## src/rtl/dmem_run_ctrl.sv

```systemverilog
// dmem_run_ctrl: run controller and data-memory arbiter between a host loader and the CPU core
// Ports: clk/reset (sync, active high); go/clear run control pulses;
// host_req/we/addr/wdata -> host_rdata/host_ack (one access per two cycles, outside RUN);
// cpu_memwrite/addr/wdata -> cpu_rdata, cpu_start; mem_we/addr/wdata -> single-port memory, mem_rdata back (1-cycle latency);
// busy/done/timeout/cycle_count run status.
module dmem_run_ctrl #(
  parameter logic [31:0] DONE_ADDR = 32'h0000_0FFC,
  parameter int          TIMEOUT   = 1000000,
  parameter int          CW        = 32
) (
  input  logic          clk,
  input  logic          reset,
  input  logic          go,
  input  logic          clear,
  input  logic          host_req,
  input  logic          host_we,
  input  logic [31:0]   host_addr,
  input  logic [31:0]   host_wdata,
  output logic [31:0]   host_rdata,
  output logic          host_ack,
  input  logic          cpu_memwrite,
  input  logic [31:0]   cpu_addr,
  input  logic [31:0]   cpu_wdata,
  output logic [31:0]   cpu_rdata,
  output logic          cpu_start,
  output logic          mem_we,
  output logic [31:0]   mem_addr,
  output logic [31:0]   mem_wdata,
  input  logic [31:0]   mem_rdata,
  output logic          busy,
  output logic          done,
  output logic          timeout,
  output logic [CW-1:0] cycle_count
);
  typedef enum logic [2:0] {IDLE, IDLE_ACK, RUN, DONE, DONE_ACK} state_t;
  state_t state_q, state_d;
  logic [CW-1:0] cnt_q, cnt_d;
  logic tmo_q, tmo_d;
  logic [31:0] rdata_q, rdata_d;
  logic start_q, busy_q, done_q, ack_q;
  logic done_store;
  assign done_store = cpu_memwrite && (cpu_addr == DONE_ADDR);
  always_comb begin
    state_d   = state_q;
    cnt_d     = cnt_q;
    tmo_d     = tmo_q;
    rdata_d   = rdata_q;
    mem_addr  = host_addr;
    mem_wdata = host_wdata;
    mem_we    = 1'b0;
    case (state_q)
      IDLE: begin
        if (host_req) begin
          mem_we  = host_we;
          state_d = IDLE_ACK;
        end else if (go) begin
          state_d = RUN;
          cnt_d   = '0;
          tmo_d   = 1'b0;
        end
      end
      IDLE_ACK: begin
        rdata_d = mem_rdata;
        state_d = IDLE;
      end
      RUN: begin
        mem_addr  = cpu_addr;
        mem_wdata = cpu_wdata;
        mem_we    = cpu_memwrite;
        cnt_d     = (&cnt_q) ? cnt_q : cnt_q + 1'b1;
        // the done store beats a watchdog expiry landing in the same cycle
        if (done_store) begin
          state_d = DONE;
          tmo_d   = 1'b0;
        end else if (cnt_q >= CW'(TIMEOUT - 1)) begin
          state_d = DONE;
          tmo_d   = 1'b1;
        end
      end
      DONE: begin
        if (host_req) begin
          mem_we  = host_we;
          state_d = DONE_ACK;
        end else if (clear) begin
          state_d = IDLE;
        end
      end
      DONE_ACK: begin
        rdata_d = mem_rdata;
        state_d = DONE;
      end
      default: state_d = IDLE;
    endcase
  end
  always_ff @(posedge clk) begin
    if (reset) begin
      state_q <= IDLE;
      cnt_q   <= '0;
      tmo_q   <= 1'b0;
      rdata_q <= '0;
      start_q <= 1'b0;
      busy_q  <= 1'b0;
      done_q  <= 1'b0;
      ack_q   <= 1'b0;
    end else begin
      state_q <= state_d;
      cnt_q   <= cnt_d;
      tmo_q   <= tmo_d;
      rdata_q <= rdata_d;
      start_q <= state_d == RUN;
      busy_q  <= state_d == RUN;
      done_q  <= state_d inside {DONE, DONE_ACK};
      ack_q   <= state_d inside {IDLE_ACK, DONE_ACK};
    end
  end
  // read data arrives from memory during the ack cycle; afterwards the captured copy is held
  assign host_rdata  = ack_q ? mem_rdata : rdata_q;
  assign host_ack    = ack_q;
  assign cpu_rdata   = mem_rdata;
  assign cpu_start   = start_q;
  assign busy        = busy_q;
  assign done        = done_q;
  assign timeout     = tmo_q;
  assign cycle_count = cnt_q;
endmodule

```

## config.mk

```make
export PLATFORM = sky130hd
export DESIGN_NAME = dmem_run_ctrl
export DESIGN_NICKNAME = d
export VERILOG_FILES = /design/src/rtl/dmem_run_ctrl.sv
export SDC_FILE = /design/constraint.sdc
export NUM_CORES = 1
export LEC_CHECK = 0
export ABC_AREA = 0
export CORE_AREA = 2 2 129 131
export DETAILED_ROUTE_END_ITERATION = 7
export DIE_AREA = 0 0 131 133
export GPL_ROUTABILITY_DRIVEN = 0
export PLACE_DENSITY = 0.77
export SETUP_SLACK_MARGIN = 0.4
export SYNTH_ARGS = -nofsm -noshare
export SYNTH_HDL_FRONTEND = slang
export SYNTH_SLANG_ARGS = --single-unit
```

## constraint.sdc

```tcl
create_clock -name clk -period 2.3 [get_ports clk]
set_clock_uncertainty 0.05 [all_clocks]
set_input_delay 0.23 -clock clk [delete_from_list [all_inputs] [get_ports clk]]
set_output_delay 0.23 -clock clk [all_outputs]
set_load 0.005 [all_outputs]
```

After elaboration in Yosys (flattened, before gate mapping)
Cells that the tools add are included.
Widths: inputs -> output; s select.
{"block": "classes", "n_addsub": 1, "multipliers": 0, "div": 0, "magnitude_cmp": 1, "eq_ne": 13, "shifts": 0, "n_mux": 21, "bitwise": 0, "n_reduce_logical": 10}
{"op": "$mux 32", "count": 6}
{"op": "$pmux 32 s2", "count": 1}
{"op": "$add 32x1->32 const B", "count": 1}
{"op": "$eq 32x12->1 const B", "count": 1}
{"op": "$ge 32x20->1 const B", "count": 1}
{"op": "$reduce_and 32->1", "count": 1}
{"op": "$mux 3", "count": 6}
{"op": "$eq 3x2->1 const B", "count": 4}
{"op": "$pmux 3 s4", "count": 1}
{"op": "$reduce_and 4->1", "count": 2}
{"op": "$eq 3x1->1 const B", "count": 2}
{"op": "$eq 3x3->1 const B", "count": 2}
{"op": "$ne 2x2->1 const B", "count": 3}
{"op": "$reduce_bool 2->1", "count": 3}
{"op": "$mux 1", "count": 5}
{"op": "$pmux 1 s2", "count": 2}
{"op": "$reduce_or 2->1", "count": 2}
{"op": "$logic_not 3->1", "count": 1}
{"op": "$ne 3x3->1 const B", "count": 1}
{"op": "$logic_and 1x1->1", "count": 1}
{"block": "totals", "ff_bits": 71, "latch_bits": 0, "ramBits": 0, "rom_bits": 0, "inputBits": 167, "output_inout_bits": 166, "wordCells": 53, "n_memories": 0}

Logic depth before layout (Yosys ltp)
Gate-level depths: netlist (run 1).
{"block": "depth", "ltp_word": 6, "mapped_depth": 8, "depth_no_buf": 7}

Worst setup path before layout (run 1)
OpenSTA, ideal clock, no wires.
{"block": "synth_timing", "path_kind": "reg-to-reg", "startpoint": "register cnt_q[10], in the netlist cycle_count[10]", "endpoint": "register cnt_q[25], in the netlist cycle_count[25]", "setup_ps": 71, "arrival_time_ps": 1952, "t_required_ps": 2179, "setup_slack_ps": 227, "path_stages_with_launch": 6, "n_path_buf": 0, "synth_period_minus_slack_ps": 2073, "cell_sequence": "dfxtp_1 -> nand4_4 -> or4_4 -> a2111o_1 -> or3_1 -> a21oi_1"}
{"block": "synth_via", "elab_chain_cells": 3, "elab_cells_between_ends": 6, "classes_between": "add/sub (1); eq/ne (1); mux (2); reduce/logical (2)"}
{"item": "start: declaration", "line_no": "37", "text": "logic [CW-1:0] cnt_q, cnt_d;"}
{"item": "start signal: assignment", "line_no": "107", "text": "cnt_q <= cnt_d;"}
{"item": "$add 32x1->32 or $reduce_and 32->1 (tied branches)", "line_no": "70", "text": "cnt_d = (&cnt_q) ? cnt_q : cnt_q + 1'b1;"}
{"item": "$mux 32 or $ne 2x2->1 (tied branches)"}
{"item": "$pmux 32 s2 or $reduce_and 4->1 (tied branches)"}
Several ways; a longest one is shown, not always the timed one. The select of a mux whose other input is x is not followed.
A chain may end at the register's enable or synchronous reset.

Final worst setup path (run 1)
{"block": "layout_timing", "startpoint": "register state_q[1]", "endpoint": "output mem_wdata[15]"}
{"block": "layout_via", "elab_chain_cells": 2}
{"item": "start: declaration", "line_no": "36", "text": "state_t state_q, state_d;"}
{"item": "start signal: assignment", "line_no": "106", "text": "state_q <= state_d;"}
{"item": "$eq 3x2->1", "line_no": "51", "text": "case (state_q)"}
{"item": "$mux 32", "line_no": "51"}
{"item": "end: declaration", "line_no": "28", "text": "output logic [31:0] mem_wdata,"}
Every way passes these cells.

==> metrics.md, run 1 <==
| Metric | Value |
|---|---|
| Status | completed |
| Setup WS post-layout | 0.146 ns |
| Syn-to-layout area delta | 114% |
| Via count | 6,576 |
| Cell Area, Placed | 0.00820 mm^2 |
| Internal | 3080 uW |
| Root Driver | clkbuf_16 |
| Clock power frac | 29.5% |
| R2r setup slk | 0.26 ns |
| R2R depth | 11 |
| Max-cap violations | 0 |
| Initial Util | 28.6% |
| Worst path required time | 2.02 ns |
| Sw Ratio | 29.2% |
| Main synth FF type | dfxtp_1 |
| Synth Warn # | 0 |
| FP Rows | 47 |
| CTS tree | built |
| Worst EP arrival | 1.87 ns |
| Setup violators final | 0 |
| Worst-Margin Slew | 0.492 ns |
| Die Span X | 131 um |
| Sequential area share after synthesis | 30.7% |
| Via density | 5.07 |
| Max FO, Critical Path | 15 |
| FF-to-FF Start | state_q[1] |
| Ant diodes | 0 |
| Final #Nets | 1,242 |
| FMAX | 464 MHz |
| Clk buf depth | 2 |
| # clock sinks | 71 |
| Unique masters post-synth | 53 |
| Vias in the first global route | 6,039 |
| Number of flops mapped to enable cells by yosys | 0 |
| 1st-pass router iterations | 7 |
| Die height | 133 um |
| Sw power | 1270 uW |
| Share of layout cells above drive strength 1 | 34.7% |
| Final worst path period need | 2.15 ns |
| Gr usage total | 24.0% |
| Initial antenna violation count | 0 |
| CP Capture Type | output pin |
| Hold Path Class | flip-flop to flip-flop |
| RSZ-0062 raised after global routing | true |
| VDD IR max | 290 uV |
| IO buf count | 332 |
| Crit share post-route | 93.7% |
| Num CTS Buffers | 9 |
| Slew headroom | 66.9% |
| Final number of max-transition violations | 0 |
| Place WS | 0.0413 ns |
| Clock transition at path regs | 0.05 ns |
| Post-Syn Area | 0.00463 mm^2 |
| Synthesized Nets | 853 |
| IO Count | 333 |
| Part of the power in combinational logic | 40.7% |
| Hold Startpoint | rdata_q[10] |
| P_leak | 0.00409 uW |
| Hold path endpoint | rdata_q[10] |
| DIE AREA | 0.0174 mm^2 |
| Routed Antenna Nets | 0 |
| Grt ovf | 0 |
| Setup TNS | 0 ns |
| Clock Latency Late Sink | 0.33 ns |
| Remaining DRCs | 0 |
| DPL Wire Length | 15,600 um |
| Synthesized area per cell | 6.76 um^2 |
| First-pass GRT wire length | 32,300 um |
| Pwr dens | 439 mW/mm^2 |
| Final hold violations | 0 |
| R2R Path End | cycle_count[27] |
| Core Region | 0.0162 mm^2 |
| Seq pwr share | 29.8% |
| H-tree lvl count | 3 |
| Worst setup SP type | flip-flop |
| Cells after synthesis | 685 |
| Critical path class | flip-flop to output pin |
| Hold depth | 2 |
| WL/cell | 18.2 um |
| Total Power | 4350 uW |
| Iter 0 DRT Violations | 339 |
| Routed WL | 23,600 um |
| FF+latch count, synth | 71 |
| Largest net degree at the start of global routing | 34 |
| Post-synth ARST share | 0% |
| Final design instance area without fill | 0.00990 mm^2 |
==> logic make-up after synthesis <==
| family | after synthesis | share of synthesized area, % |
|---|---|---|
| and+or+nand+nor | 379 | 36.0 |
| muxes | 32 | 7.78 |
| adders and majority gates | 1 | 0.270 |
| AOI/OAI and AO/OA | 115 | 14.8 |
| DFF | 71 | 30.7 |
| xor gates and xnor gates | 6 | 1.13 |
| buffers and inverters | 81 | 9.37 |
==> worst max-delay path, cell delays in order, from the launching register on <==
cell             delay, ns
dfxtp_2               0.32
buf_6                 0.11
nor2b_4               0.13
nand2b_4              0.16
buf_16                0.17
nand2_1               0.07
nand2_1               0.07
clkdlybuf4s50_1       0.51
==> routing by layer <==
metal	routed length, um	part of all wire (%)	track usage (%)
met5	0	0	0
met4	985	4.2	12.2
met3	1790	7.6	4.41
met2	12100	51	41.1
met1	8740	37	28.1
==> metrics by stage <==
stage,cells,hold slack [ns],utilization [%]
after detailed placement,1201,0.394,50.7
after floorplan,685,0.316,-
after CTS,1271,0.402,56.3
after global routing,1298,0.423,61.2
final,1298,0.399,61.2
after global placement,1201,0.389,50.7
==> registers in the layout, indices dropped and copies added (netlist names) <==
signal and count:
cycle_count 32, state_q 3, busy 1, rdata_q 32
timeout 1, host_ack 1, done 1
==> timing repair <==
item,in CTS,in global routing
setup endpoints to repair,126,107
buffers inserted,46,24
cloned,9,3
hold endpoints to repair,0,0
pin swaps,11,80
resized for setup,229,248
hold buffers,0,0
==> cell type report <==
| type | count | area, um^2 |
|---|---|---|
| clock buffers | 14 | 264 |
| clock inverters | 1 | 5.00 |
| fillers | 1365 | 6270 |
| inverters | 9 | 33.8 |
| multi-input cells | 533 | 3340 |
| flip-flops and latches | 71 | 1490 |
| well taps | 220 | 275 |
| repair buffers | 450 | 4490 |
==> cells in the mapped netlist, types with 3 or more instances <==
master    count  area (um^2)
nand2_1     282         1060
mux2_2       32          360
clkbuf_1     28          105
a21oi_1      60          300
or3_1        16          100
inv_1         9         33.8
o21ai_0      20          100
buf_1         8         30.0
nand4_1      10         62.6
nor2b_1       3         18.8
o21ai_1       3         15.0
xnor2_1       4         35.0
nand3_1      14         70.1
dfxtp_1      71         1420
nor4_1        8         50.1
a211oi_1      3         22.5
nor3_1        3         15.0
and4_1        6         52.6
o31ai_1       8         60.1
or4_1         7         52.6
nor2_1       16         60.1
buf_4        34          255
==> power groups by stage <==
| stage | Clock [uW] | Combinational (uW) | Sequential, uW |
|---|---|---|---|
| finish | 1280 | 1770 | 1300 |
| global route | 1360 | 1880 | 1300 |
| CTS | 1300 | 1550 | 1300 |
| detailed placement | 0 | 1420 | 1330 |
| global placement | 0 | 1410 | 1330 |
| floorplan | 0 | 520 | 1320 |
==> cells in the final DEF (no fill, tap or decap), types with 10 or more instances in the layout <==
| cell | instances |
|---|---|
| mux2_2 | 32 |
| nand3_1 | 11 |
| clkdlybuf4s50_1 | 249 |
| buf_12 | 10 |
| a21oi_1 | 37 |
| dfxtp_1 | 47 |
| clkbuf_16 | 12 |
| or3_1 | 13 |
| dfxtp_4 | 14 |
| nand2_2 | 51 |
| nand2_1 | 216 |
| dfxtp_2 | 10 |
| buf_6 | 37 |
| dlygate4sd2_1 | 26 |
| o21ai_0 | 15 |
| nand4_1 | 10 |
| nand2_4 | 15 |
| a21oi_2 | 23 |
| buf_2 | 25 |
| clkbuf_2 | 19 |
| buf_4 | 64 |
==> how the worst max path moves through the flow <==
stage / from / to / slack [ns]
after floorplan: cycle_count[13] / cycle_count[25] / 0.34
after global placement: go / cycle_count[12] / 0.12
after detailed placement: go / cycle_count[12] / 0.04
after CTS: state_q[1] / mem_wdata[3] / 0.15
after global routing: state_q[0] / mem_wdata[3] / 0.10
final: state_q[1] / mem_wdata[15] / 0.15
(Power assumes the default switching activity.)
==> run 2: changes to the inputs <==
--- a/config.mk
+++ b/config.mk
@@ -6,12 +6,15 @@
 export NUM_CORES = 1
 export LEC_CHECK = 0
 export ABC_AREA = 0
-export CORE_AREA = 2 2 129 131
+export CELL_PAD_IN_SITES_DETAIL_PLACEMENT = 1
+export CELL_PAD_IN_SITES_GLOBAL_PLACEMENT = 2
+export CORE_MARGIN = 2
+export CORE_UTILIZATION = 17
 export DETAILED_ROUTE_END_ITERATION = 7
-export DIE_AREA = 0 0 131 133
 export GPL_ROUTABILITY_DRIVEN = 0
-export PLACE_DENSITY = 0.77
+export PLACE_DENSITY = 0.91
 export SETUP_SLACK_MARGIN = 0.4
 export SYNTH_ARGS = -nofsm -noshare
 export SYNTH_HDL_FRONTEND = slang
 export SYNTH_SLANG_ARGS = --single-unit
+export TNS_END_PERCENT = 100
==> metrics.md, run 2 (synthesized netlist as in run 1, its figures left out) <==
| Metric | Value |
|---|---|
| Status | completed |
| Slowest cell on crit path | dfxtp_4 |
| Most common cell after layout, fill and taps aside | clkdlybuf4s50_1 |
| R2R depth | 5 (-6) |
| Initial Util | 17.2% (-11 points) |
| Num CTS Buffers | 9 (unchanged) |
| VDD IR max | 262 uV (-9.8%) |
| Via density | 4.61 (-9.0%) |
| Die Span X | 169 um (+29%) |
| FMAX | 466 MHz (+0.39%) |
| Sw power | 1540 uW (+21%) |
| Final number of max-transition violations | 0 (unchanged) |
| Most frequent cells in the layout | 234 x clkdlybuf4s50_1, 159 x nand2_1, 86 x buf_4 |
| Slew headroom | 66.7% (-0.20 points) |
| Worst setup SP type | flip-flop |
| Worst path required time | 2.02 ns (about the same) |
| Cell mode on critical path | buf_6 |
| CP peak stage delay | 0.37 ns (-0.14 ns) |
| FF-to-FF Start | cycle_count[10] |
| Worst EP arrival | 1.87 ns (about the same) |
| Crit share post-route | 93.3% (-0.36 points) |
| Critical path class | flip-flop to output pin |
| CP Cell Sequence | inv_4 -> nor3_4 -> buf_4 -> buf_6 -> buf_12 -> buf_6 -> buf_6 -> buf_6 -> nand2_2 -> nand2_2 -> buf_6 |
| Clock power frac | 30.7% (+1.2 points) |
| Clock transition at path regs | 0.06 ns (about the same) |
| Grt ovf | 0 (unchanged) |
| Syn-to-layout area delta | 139% |
| Via count | 6,801 (+3.4%) |
| Initial antenna violation count | 1 (+1) |
| Hold Path Class | primary input to flip-flop |
| Internal | 3460 uW (+13%) |
| P_leak | 0.00461 uW (+13%) |
| Final #Nets | 1,296 (+4.3%) |
| Clock Latency Late Sink | 0.34 ns (about the same) |
| WL/cell | 20.1 um (+11%) |
| Routed Antenna Nets | 0 (unchanged) |
| Share of layout cells above drive strength 1 | 44.7% (+10 points) |
| Max-cap violations | 0 (unchanged) |
| Worst setup path start | state_q[1] |
| Core Region | 0.0269 mm^2 (+66%) |
| Clk buf depth | 2 (unchanged) |
| Part of the power in combinational logic | 43.2% (+2.5 points) |
| Routed WL | 29,700 um (+26%) |
| Gr usage total | 18.4% (-5.5 points) |
| Final hold violations | 0 (unchanged) |
| Final design instance area without fill | 0.0111 mm^2 (+12%) |
| Setup violators final | 0 (unchanged) |
| Vias in the first global route | 6,936 (+15%) |
| CP Capture Type | output pin |
| # clock sinks | 71 (unchanged) |
| RSZ-0062 raised after global routing | true |
| Largest net degree at the start of global routing | 25 (-26%) |
| Max FO, Critical Path | 3 (-12) |
| Hold Startpoint | reset |
| Remaining DRCs | 0 (unchanged) |
| CTS tree | built |
| Final hold slack | 0.308 ns (-0.0915 ns) |
| First-pass GRT wire length | 40,500 um (+25%) |
| Worst-Margin Slew | 0.492 ns (+0.000561 ns) |
| Iter 0 DRT Violations | 364 (+7.4%) |
| IO buf count | 332 (unchanged) |
| DPL Wire Length | 18,800 um (+21%) |
| Pwr dens | 451 mW/mm^2 (+2.7%) |
| FP Rows | 60 (+28%) |
| Cell Area, Placed | 0.00837 mm^2 (+2.2%) |
| 1st-pass router iterations | 4 (-3) |
| Die height | 169 um (+27%) |
| IO Count | 333 (unchanged) |
| Hold depth | 2 (unchanged) |
| Seq pwr share | 26.1% (-3.7 points) |
| Root Driver | clkbuf_16 |
| Sw Ratio | 30.7% (+1.5 points) |
| H-tree lvl count | 3 (unchanged) |
| DIE AREA | 0.0286 mm^2 (+64%) |
| Final worst path period need | 2.15 ns (-0.00836 ns) |
run 2: changes by cell type in the layout (fill, tap and decap cells not counted), moves of 9 or more:
| cell | delta |
|---|---|
| buf_4 | +22 |
| dlygate4sd2_1 | -19 |
| a21oi_2 | -12 |
| buf_6 | +38 |
| nand2_4 | +24 |
| clkdlybuf4s15_1 | +9 |
| nand2_1 | -57 |
| nand2_2 | +33 |
| clkdlybuf4s50_1 | -15 |
| a21oi_1 | +12 |
run 2: critical path, delay by kind of cell, from the launching register on:
family	cells	cell delay (ns)
buffers and inverters	8	0.82
flip-flops	1	0.37
AND/OR/NAND/NOR	3	0.35
run 2: timing repair:
| item | in CTS | in global routing |
|---|---|---|
| setup endpoints to repair | 133 | 123 |
| pin swaps | 56 | 84 |
| setup buffers | 78 | 36 |
| hold buffers | 0 | 0 |
| gates resized for setup | 470 | 235 |
| cloned | 13 | 5 |
run 2: worst paths after layout:
| check | slack [ns] | end |
|---|---|---|
| worst max-delay path | 0.15 | mem_addr[17] |
| worst min-delay path | 0.31 | cycle_count[19] |
| worst max register to register | 0.24 | cycle_count[25] |
| worst min register to register | 0.40 | rdata_q[10] |
run 2: through the flow:
stage | cells | utilization, % | total power, uW | setup slack, ns | setup TNS (ns)
2_1_floorplan | 685 | - | 1840 | 0.344 | 0
3_3_place_gp | 1326 | 31.2 | 2790 | -0.106 | -0.737
3_5_place_dp | 1326 | 31.2 | 2810 | -0.203 | -3.10
4_1_cts | 1433 | 37.2 | 4710 | 0.165 | 0
5_1_grt | 1475 | 41.2 | 5210 | 0.0935 | 0
6_report | 1475 | 41.2 | 5000 | 0.154 | 0
run 2: layer usage:
metal	routed length, um	share of wire [%]	up-vias	GRT usage [%]
met5	0	0	-	0
met4	1140	3.8	0	6.13
met3	1820	6.1	59	3.88
met2	15600	53	294	35.0
met1	11100	37	3253	20.3
li1	-	-	3195	-
run 2: cell type report:
class                      instances  area (um^2)
antenna                            1         2.50
clock buffer                       9          225
sequential                        71         1470
multi-input combinational        533         3650
clock inverter                     7         96.3
tap                              341          427
inverter                           9         36.3
timing repair buffer             504         5180
fill                            3087        15800
run 2: power by group through the flow:
| stage | Sequential, uW | Combinational (uW) | Clock, uW |
|---|---|---|---|
| 3_3_place_gp | 1330 | 1460 | 0 |
| 4_1_cts | 1300 | 1840 | 1570 |
| 3_5_place_dp | 1330 | 1470 | 0 |
| 6_report | 1310 | 2160 | 1540 |
| 2_1_floorplan | 1320 | 520 | 0 |
| 5_1_grt | 1310 | 2280 | 1610 |
